File: config.mk
export PLATFORM = sky130hd
export DESIGN_NAME = anim_step_ctrl_flat
export DESIGN_NICKNAME = d
export VERILOG_FILES = /design/src/rtl/anim_pkg.sv /design/src/rtl/anim_step_ctrl_if.sv /design/src/rtl/anim_sync_edge.sv /design/src/rtl/anim_step_ctrl.sv /design/src/flat_wrapper.sv
export SDC_FILE = /design/constraint.sdc
export NUM_CORES = 1
export LEC_CHECK = 0
export ABC_AREA = 1
export CAP_MARGIN = 20
export CORE_ASPECT_RATIO = 0.9
export CORE_MARGIN = 2
export CORE_UTILIZATION = 57
export CTS_BUF_LIST = sky130_fd_sc_hd__clkbuf_4 sky130_fd_sc_hd__clkbuf_8
export CTS_CLUSTER_DIAMETER = 80
export CTS_CLUSTER_SIZE = 24
export DETAILED_ROUTE_END_ITERATION = 10
export GPL_TIMING_DRIVEN = 0
export HOLD_SLACK_MARGIN = 0.03
export PLACE_DENSITY_LB_ADDON = 0.1
export SYNTH_ARGS = -nofsm -noshare
export SYNTH_HDL_FRONTEND = slang
export SYNTH_HIERARCHICAL = 1
export SYNTH_SLANG_ARGS = --single-unit
File: constraint.sdc
create_clock -name CLK -period 2.5 [get_ports CLK]
set_clock_uncertainty 0.05 [all_clocks]
set_input_delay 0.25 -clock CLK [delete_from_list [all_inputs] [get_ports CLK]]
set_output_delay 0.25 -clock CLK [all_outputs]
set_load 0.01 [all_outputs]
File: src/rtl/anim_pkg.sv
// anim_pkg: shared types and defaults for the animation step controller slice.
//   anim_state_e      - handshake FSM state encoding (IDLE / OFFER)
//   ANIM_SYNC_STAGES  - default depth of the anim_in synchroniser
//   ANIM_FRAME_W      - default width of the accepted-step frame counter
//   ANIM_PEND_W       - default width of the queued-step counter
package anim_pkg;

  typedef enum logic {
    IDLE  = 1'b0,
    OFFER = 1'b1
  } anim_state_e;

  localparam int ANIM_SYNC_STAGES = 2;
  localparam int ANIM_FRAME_W     = 16;
  localparam int ANIM_PEND_W      = 3;

endpackage

File: src/rtl/anim_step_ctrl_if.sv
// anim_step_ctrl_if: step handshake between the animation step controller and
// the game logic that consumes steps (ball/paddle update).
//   step_valid - a step is on offer (driven by the controller)
//   step_ready - game logic takes the step this cycle (driven by game logic)
// Modports: master = controller side, slave = game-logic side.
interface anim_step_ctrl_if;

  logic step_valid;
  logic step_ready;

  modport master (output step_valid, input step_ready);
  modport slave  (input step_valid, output step_ready);

endinterface

File: src/rtl/anim_sync_edge.sv
// anim_sync_edge: brings the slow, asynchronous anim_in level into the CLK
// domain and turns its transitions into one-cycle tick pulses.
//   CLK     - system clock
//   RST     - synchronous, active-high reset
//   anim_in - toggling animation level from the divider (asynchronous)
//   tick    - registered one-cycle pulse per detected edge of anim_in
// Parameters: SYNC_STAGES (>= 2) synchroniser depth; BOTH_EDGES selects
// toggle detection (1) or rising edges only (0).
module anim_sync_edge
  import anim_pkg::*;
#(
  parameter int SYNC_STAGES = ANIM_SYNC_STAGES,
  parameter bit BOTH_EDGES  = 1'b1
) (
  input  logic CLK,
  input  logic RST,
  input  logic anim_in,
  output logic tick
);

  // The edge detector sees valid history only once the chain and prev_q have
  // been refilled after reset; until then every comparison is suppressed.
  localparam int PRIME_N = SYNC_STAGES + 1;
  localparam int PRIME_W = $clog2(PRIME_N + 1);

  logic [SYNC_STAGES-1:0] sync_q;
  logic                   prev_q;
  logic [PRIME_W-1:0]     prime_cnt;
  logic                   sync_out;
  logic                   primed;
  logic                   raw_tick;

  assign sync_out = sync_q[SYNC_STAGES-1];
  assign primed   = (prime_cnt == PRIME_W'(PRIME_N));
  assign raw_tick = BOTH_EDGES ? (sync_out ^ prev_q) : (sync_out & ~prev_q);

  // NOTE: state is updated with <= so every flop samples the pre-edge values
  // of its neighbours; blocking assignments here would collapse the chain.
  always_ff @(posedge CLK) begin
    if (RST) begin
      sync_q    <= '0;
      prev_q    <= 1'b0;
      prime_cnt <= '0;
      tick      <= 1'b0;
    end else begin
      sync_q <= {sync_q[SYNC_STAGES-2:0], anim_in};
      prev_q <= sync_out;
      if (!primed) prime_cnt <= prime_cnt + 1'b1;
      tick <= raw_tick & primed;
    end
  end

endmodule

File: src/rtl/anim_step_ctrl.sv
// anim_step_ctrl: consumer end of the animation clock divider. Each detected
// anim_in edge becomes a queued step, offered to game logic over a
// valid/ready handshake, one step per cycle when step_ready stays high.
//   CLK, RST    - system clock, synchronous active-high reset
//   anim_in     - asynchronous animation level from the divider
//   enable      - 1: accept ticks; 0: drop ticks and flush queued steps
//   step_if     - step_valid / step_ready handshake (master side)
//   frame_cnt   - accepted steps, wrapping
//   pending     - steps not yet accepted, including the one on offer
//   overrun     - sticky: a tick arrived while pending was saturated
//   clr_overrun - clears overrun (a same-cycle set takes priority)
module anim_step_ctrl
  import anim_pkg::*;
#(
  parameter int SYNC_STAGES = ANIM_SYNC_STAGES,
  parameter bit BOTH_EDGES  = 1'b1,
  parameter int FRAME_W     = ANIM_FRAME_W,
  parameter int PEND_W      = ANIM_PEND_W
) (
  input  logic               CLK,
  input  logic               RST,
  input  logic               anim_in,
  input  logic               enable,
  anim_step_ctrl_if.master   step_if,
  output logic [FRAME_W-1:0] frame_cnt,
  output logic [PEND_W-1:0]  pending,
  output logic               overrun,
  input  logic               clr_overrun
);

  localparam logic [PEND_W-1:0] PEND_MAX = '1;

  anim_state_e       state_q;
  anim_state_e       state_d;
  logic [PEND_W-1:0] pending_d;
  logic              tick;
  logic              tick_en;
  logic              hs;
  logic              step_valid;
  logic              sat_tick;

  anim_sync_edge #(
    .SYNC_STAGES (SYNC_STAGES),
    .BOTH_EDGES  (BOTH_EDGES)
  ) u_sync_edge (
    .CLK     (CLK),
    .RST     (RST),
    .anim_in (anim_in),
    .tick    (tick)
  );

  // step_valid is a pure function of state, so it cannot glitch or drop
  // except through a state change.
  assign step_valid         = (state_q == OFFER);
  assign step_if.step_valid = step_valid;
  assign hs                 = step_valid & step_if.step_ready;
  assign tick_en            = tick & enable;
  assign sat_tick           = tick_en & ~hs & (pending == PEND_MAX);

  // NOTE: every always_comb output gets a default before any branch so no
  // path leaves it unassigned, which would otherwise infer a latch.
  always_comb begin
    pending_d = pending;
    if (!enable) begin
      // Flush: only a step already on offer and not taken this cycle survives.
      pending_d = (step_valid && !hs) ? PEND_W'(1) : '0;
    end else if (tick_en && !hs) begin
      if (pending != PEND_MAX) pending_d = pending + 1'b1;
    end else if (hs && !tick_en) begin
      pending_d = pending - 1'b1;
    end
  end

  // Next state looks at pending_d so a flush while idle does not start an
  // offer for a step that is being dropped on the same edge.
  always_comb begin
    state_d = state_q;
    case (state_q)
      IDLE:    if (pending != '0 && pending_d != '0) state_d = OFFER;
      OFFER:   if (pending_d == '0) state_d = IDLE;
      default: state_d = IDLE;
    endcase
  end

  always_ff @(posedge CLK) begin
    if (RST) begin
      state_q   <= IDLE;
      pending   <= '0;
      frame_cnt <= '0;
      overrun   <= 1'b0;
    end else begin
      state_q <= state_d;
      pending <= pending_d;
      if (hs) frame_cnt <= frame_cnt + 1'b1;
      if (sat_tick)         overrun <= 1'b1;
      else if (clr_overrun) overrun <= 1'b0;
    end
  end

endmodule

File: src/flat_wrapper.sv
// flat-port wrapper written by rule: the top's interface ports become plain ports
module anim_step_ctrl_flat import anim_pkg::*;
#(
  parameter int SYNC_STAGES = ANIM_SYNC_STAGES,
  parameter bit BOTH_EDGES  = 1'b1,
  parameter int FRAME_W     = ANIM_FRAME_W,
  parameter int PEND_W      = ANIM_PEND_W
)
  (CLK, RST, anim_in, enable, frame_cnt, pending, overrun, clr_overrun, step_if_step_valid, step_if_step_ready);
  anim_step_ctrl_if step_if_i ();
  input  logic CLK;
  input  logic RST;
  input  logic anim_in;
  input  logic enable;
  output logic [FRAME_W-1:0] frame_cnt;
  output logic [PEND_W-1:0] pending;
  output logic overrun;
  input  logic clr_overrun;
  output wire logic [$bits(step_if_i.step_valid)-1:0] step_if_step_valid;
  input wire logic [$bits(step_if_i.step_ready)-1:0] step_if_step_ready;
  assign step_if_step_valid = step_if_i.step_valid;
  assign step_if_i.step_ready = step_if_step_ready;
  anim_step_ctrl #(.SYNC_STAGES(SYNC_STAGES), .BOTH_EDGES(BOTH_EDGES), .FRAME_W(FRAME_W), .PEND_W(PEND_W)) u_core (.CLK(CLK), .RST(RST), .anim_in(anim_in), .enable(enable), .step_if(step_if_i), .frame_cnt(frame_cnt), .pending(pending), .overrun(overrun), .clr_overrun(clr_overrun));
endmodule
---- Word-level counts from Yosys, hierarchy flattened ----
Index checks and enable logic that the tools add are counted.
word-level totals
  bits in registers ....................... 27
  bits of input ports ..................... 6
  output and inout bits ................... 21
operators by class
  $add $sub $neg .......................... 4
  equality and inequality tests ........... 3
  mux-type cells .......................... 10
  bitwise gates (word level) .............. 8
  reductions and logical operators ........ 10
operators by type and width
  operator               count
  $add 16x1->16 const B  1
  $mux 3                 4
  $reduce_bool 3->1      2
  $and 1x1->1            5
  $mux 1                 5
  $logic_and 1x1->1      4
  $add 3x1->3 const B    1
  $eq 3x3->1 const B     1
  $logic_not 3->1        1
  $ne 3x3->1 const B     1
  $sub 3x1->3 const B    1
  $add 2x1->2 const B    1
  $eq 2x2->1 const B     1
  $logic_not 1->1        2
  $not 1->1              2
  $pmux 1 s2             1
  $reduce_bool 2->1      1
  $xor 1x1->1            1

---- Longest topological paths before layout ----
  depth in word-level cells ............... 10
  gate-level depth with buffers ........... 9
  gate-level depth less buffers ........... 9

---- Cells and area by module ----
The synthesis kept the hierarchy.
modules (own cells, without submodules)
  module          times used  cells an instance  area each (µm²)  seq. area each (µm²)
  anim_step_ctrl  1           164                1186.1           420.4
  anim_sync_edge  1           28                 215.2            120.1

---- Worst setup path before layout ----
Ideal clock, no wire load.
  path kind ............................... register to register
  from .................................... register u_core.pending[0]
  to ...................................... register u_core.state_q, in the netlist u_core/step_if.step_valid
  library setup time ...................... 0.117 ns
  arrival ................................. 1.194 ns
  data required time ...................... 2.333 ns
  setup slack ............................. 1.139 ns
  stages on the path, launching flop included .. 8
  buffers on the path ..................... 0
  cell sequence ........................... dfxtp_1 -> inv_1 -> ha_1 -> nand3b_1 -> nand3_1 -> nand2_1 -> nor2_1 -> nor2_1
between the ends
  longest elaborated chain between the ends .. 8
  elaborated cells between the ends (all ways) .. 14
  classes of those cells .................. add/sub: 2; eq/ne: 1; mux: 7; reduce/logical: 4
RTL lines
  item                                       RTL line                                    text
  start: declaration                         anim_step_ctrl.sv:26                        output logic [PEND_W-1:0] pending,
  start signal: assignment                   anim_step_ctrl.sv:93                        pending <= pending_d;
  $sub 3x1->3, or another cell as far along  anim_step_ctrl.sv:70                        pending_d = pending - 1'b1;
  $mux 3, on equally long branches           anim_step_ctrl.sv:69, anim_step_ctrl.sv:68
  $mux 3                                     anim_step_ctrl.sv:67                        end else if (tick_en && !hs) begin
  $mux 3                                     anim_step_ctrl.sv:64                        if (!enable) begin
  $reduce_bool 3->1                          anim_step_ctrl.sv:79                        IDLE: if (pending != '0 && pending_d != '0) state_d = OFFER;
  $logic_and 1x1->1                          anim_step_ctrl.sv:79
  $mux 1                                     anim_step_ctrl.sv:79
  $pmux 1 s2 (*)                             anim_step_ctrl.sv:78                        case (state_q)
  end signal: assignment                     anim_step_ctrl.sv:92                        state_q <= state_d;
  end: declaration                           anim_step_ctrl.sv:33                        anim_state_e state_q;
Every way passes the cells marked *; elsewhere a longest branch is shown, timed or not.
A chain may end at the register's enable or synchronous reset.

---- Final worst setup path ----
  from .................................... register u_core.state_q, in the netlist u_core/step_if.step_valid
  to ...................................... output port step_if_step_valid
RTL lines
  item              RTL line            text
  end: declaration  flat_wrapper.sv:19  output wire logic [$bits(step_if_i.step_valid)-1:0] step_if_step_valid;
No word-level cell between the ends.

==> results.json <==
{
  "die_h_um": 51.0,
  "ys_async_sr_fraction_pct": 0,
  "period_minus_slack_ns": 1.64,
  "synth_mux_area_share_pct": 0,
  "synth_xor_area_share_pct": 0.625,
  "cap_viol_max_count": 0,
  "drt-total-wl_um": 2940,
  "dieArea_um2": 2870,
  "dr.pass1.iters": 4,
  "max_stage_delay_ns": 0.57,
  "netlist_instances": 192,
  "dp_cells": 246,
  "synth_ff_type": "dfxtp_1",
  "hold_buffers": 0,
  "cp-endpoint": "step_if_step_valid",
  "htree_levels": 1,
  "gp_congestion": 0.894,
  "wl_per_cell_um": 11.8,
  "synth_nets": 203,
  "slowest_stage": "clkdlybuf4s50_1",
  "crit_buf_inv": 1,
  "p_leak_nw": 0.769,
  "clock_latency_ns": 0.32,
  "start_util_pct": 58.8,
  "path_class": "reg2out",
  "worst_slew_pin_slew_ns": 0.353,
  "antenna_cells": 0,
  "row_count": 17,
  "outcome": "complete, no violations",
  "ant_nets": 0,
  "syn_area_um2": 1400,
  "cp_max_fo": 4,
  "ys_seq_elements": 27,
  "clockBufferDepth": 2,
  "ff2ff_path_depth": 7,
  "r2r-start": "u_core/step_if.step_valid",
  "cp-startpoint": "u_core/step_if.step_valid",
  "setup_violations": 0,
  "grt_max_degree": 15,
  "synth_top_family_by_area": "simple AND/OR/NAND/NOR gates",
  "cp-end-kind": "output pin",
  "critical_path_depth": 1,
  "io_buffers": 26,
  "vdd_ir_drop_max_mv": 0.390,
  "max_freq_ghz": 0.609,
  "synth_compound_area_share_pct": 7.23,
  "synthTopCellsByArea": "dfxtp_1 (39%), nand2_1 (10%), nor2_1 (8.8%), inv_1 (7.5%), nand3_1 (4.6%)",
  "worst_hold_path_type": "reg2reg",
  "grt_pass1_vias": 1301,
  "dp_hpwl_um": 2280,
  "yosysUniqueCellTypes": 29,
  "die_w_um": 56.3,
  "cts_tree": "yes",
  "setup_tns_ns": 0,
  "drive_gt1_share_pct": 11.7,
  "routed-via-count": 1281,
  "yosysTopAreaCell": "dfxtp_1",
  "clk_pin_slew_ns": 0.14,
  "startpoint_type": "register",
  "drc": 0,
  "cts_setup_buffers": 0,
  "crit_family": "buffers and inverters",
  "fin_util_pct": 72.5,
  "worst_slew_margin_rel_pct": 76.3,
  "fin_crit_sh_pct": 65.7,
  "netlist_top_cells_count": "nand2_1 (39), nor2_1 (33), inv_1 (28)",
  "drtIter0Drc": 56,
  "pin_count": 27,
  "core_area_um2": 2380,
  "grt_pass1_wl_um": 5210,
  "cp.arrival_ns": 1.34,
  "synth_top_area_share_pct": 38.6,
  "area_growth_pct": 23.2,
  "numCtsBuffers": 3,
  "path_cells": "clkdlybuf4s50_1",
  "synthSimpleGateAreaFrac_pct": 39.6,
  "clock_sinks": 27,
  "finalPower_uw": 685,
  "timing.rr.end": "u_core/frame_cnt[9]",
  "p_per_area_nw_per_um2": 397,
  "r2r_slack_ns": 1.03,
  "synth.most_common_cell": "nand2_1",
  "synth_fa_ha_area_share_pct": 4.46,
  "grt_antenna_before_repair": 0,
  "grtUsageTotal_pct": 22.8,
  "yosysWarnings": 6,
  "seq_area_frac_synth_pct": 38.6,
  "synth_area_per_cell_um2": 7.30,
  "rsz0062_at_grt": "no",
  "overflow": 0,
  "synth_edf_count": 0,
  "vias_per_cell": 5.12,
  "critPathRequiredTime_ns": 2.20,
  "drv_slew": 0,
  "cts-root-buf": "clkbuf_4",
  "fin_cells": 250,
  "cts_resized": 0,
  "fin_nets": 234,
  "hold_viol": 0
}
## power breakdown
part	total (mW)	switching (mW)	internal, mW	leakage, nW
logic	0.0445	0.0248	0.0197	0.532
registers	0.444	0.00492	0.439	0.218
clock network	0.197	0.124	0.0733	0.0184
total	0.685	0.153	0.532	0.769
## state kept, by name, summed over array words and instances (netlist names)
| signal | count |
|---|---|
| u_core/u_sync_edge/tick | 1 |
| u_core/step_if.step_valid | 1 |
| u_core/overrun | 1 |
| u_core/pending | 3 |
| u_core/u_sync_edge/prime_cnt | 2 |
| u_core/u_sync_edge/sync_q | 2 |
| u_core/frame_cnt | 16 |
| u_core/u_sync_edge/prev_q | 1 |
## final cells by class
type,count,area (um2)
tap,28,35.0
inverter,31,124
buffer,2,10.0
timing repair buffer,26,260
fill,213,656
clock buffer,4,30.0
sequential,27,541
multi-input combinational,132,727
## cell usage in the layout, fill, tap and decap left out, drive strengths merged, types with 2 or more instances in the layout
cell type / netlist / routed
ha: 5 / 5
o21ai: 8 / 8
a31oi: 2 / 2
clkbuf: 0 / 4
buf: 2 / 2
dfxtp: 27 / 27
a21oi: 8 / 8
inv: 31 / 31
nand4: 4 / 4
nor2: 38 / 38
nand3: 14 / 14
nand2: 44 / 44
clkdlybuf4s50: 0 / 26
nor3: 3 / 3
## layer usage
metal | track usage (%) | routed length [um] | part of all wire [%] | vias to the layer above
met4 | 5.56 | 17 | 0.58 | 0
met2 | 43.1 | 1510 | 51 | 39
met1 | 26.0 | 1240 | 42 | 575
met3 | 5.57 | 169 | 5.7 | 2
met5 | 0 | 0 | 0 | -
li1 | - | - | - | 665
## cells by family (layout without fill, tap and decap cells)
logic type / Yosys count / in the layout
AOI/OAI and AO/OA: 19 / 19
adders and majority gates: 5 / 5
xor gates and xnor gates: 1 / 1
and+or+nand+nor: 107 / 107
DFF: 27 / 27
buffers and inverters: 33 / 63
## how the worst min path moves through the flow
| stage | start | endpoint | slack, ns | cells past startpoint |
|---|---|---|---|---|
| final | u_core/u_sync_edge/sync_q[0] | u_core/u_sync_edge/sync_q[1] | 0.37 | 2 |
| after global routing | anim_in | u_core/u_sync_edge/sync_q[0] | 0.37 | 3 |
| after detailed placement | u_core/u_sync_edge/sync_q[0] | u_core/u_sync_edge/sync_q[1] | 0.35 | 2 |
| after floorplan | RST | u_core/u_sync_edge/sync_q[0] | 0.27 | 1 |
| after CTS | u_core/u_sync_edge/sync_q[0] | u_core/u_sync_edge/sync_q[1] | 0.37 | 2 |
| after global placement | u_core/u_sync_edge/sync_q[0] | u_core/u_sync_edge/sync_q[1] | 0.34 | 2 |
## metrics by stage
step	instance area, um2	hold slack (ns)	setup slack, ns
2_1_floorplan	1400	0.271	1.14
3_3_place_gp	1700	0.342	0.761
3_5_place_dp	1700	0.353	0.714
4_1_cts	1730	0.371	0.841
5_1_grt	1730	0.371	0.789
6_report	1730	0.368	0.857
No activity file was read; power rests on OpenSTA's default activity.
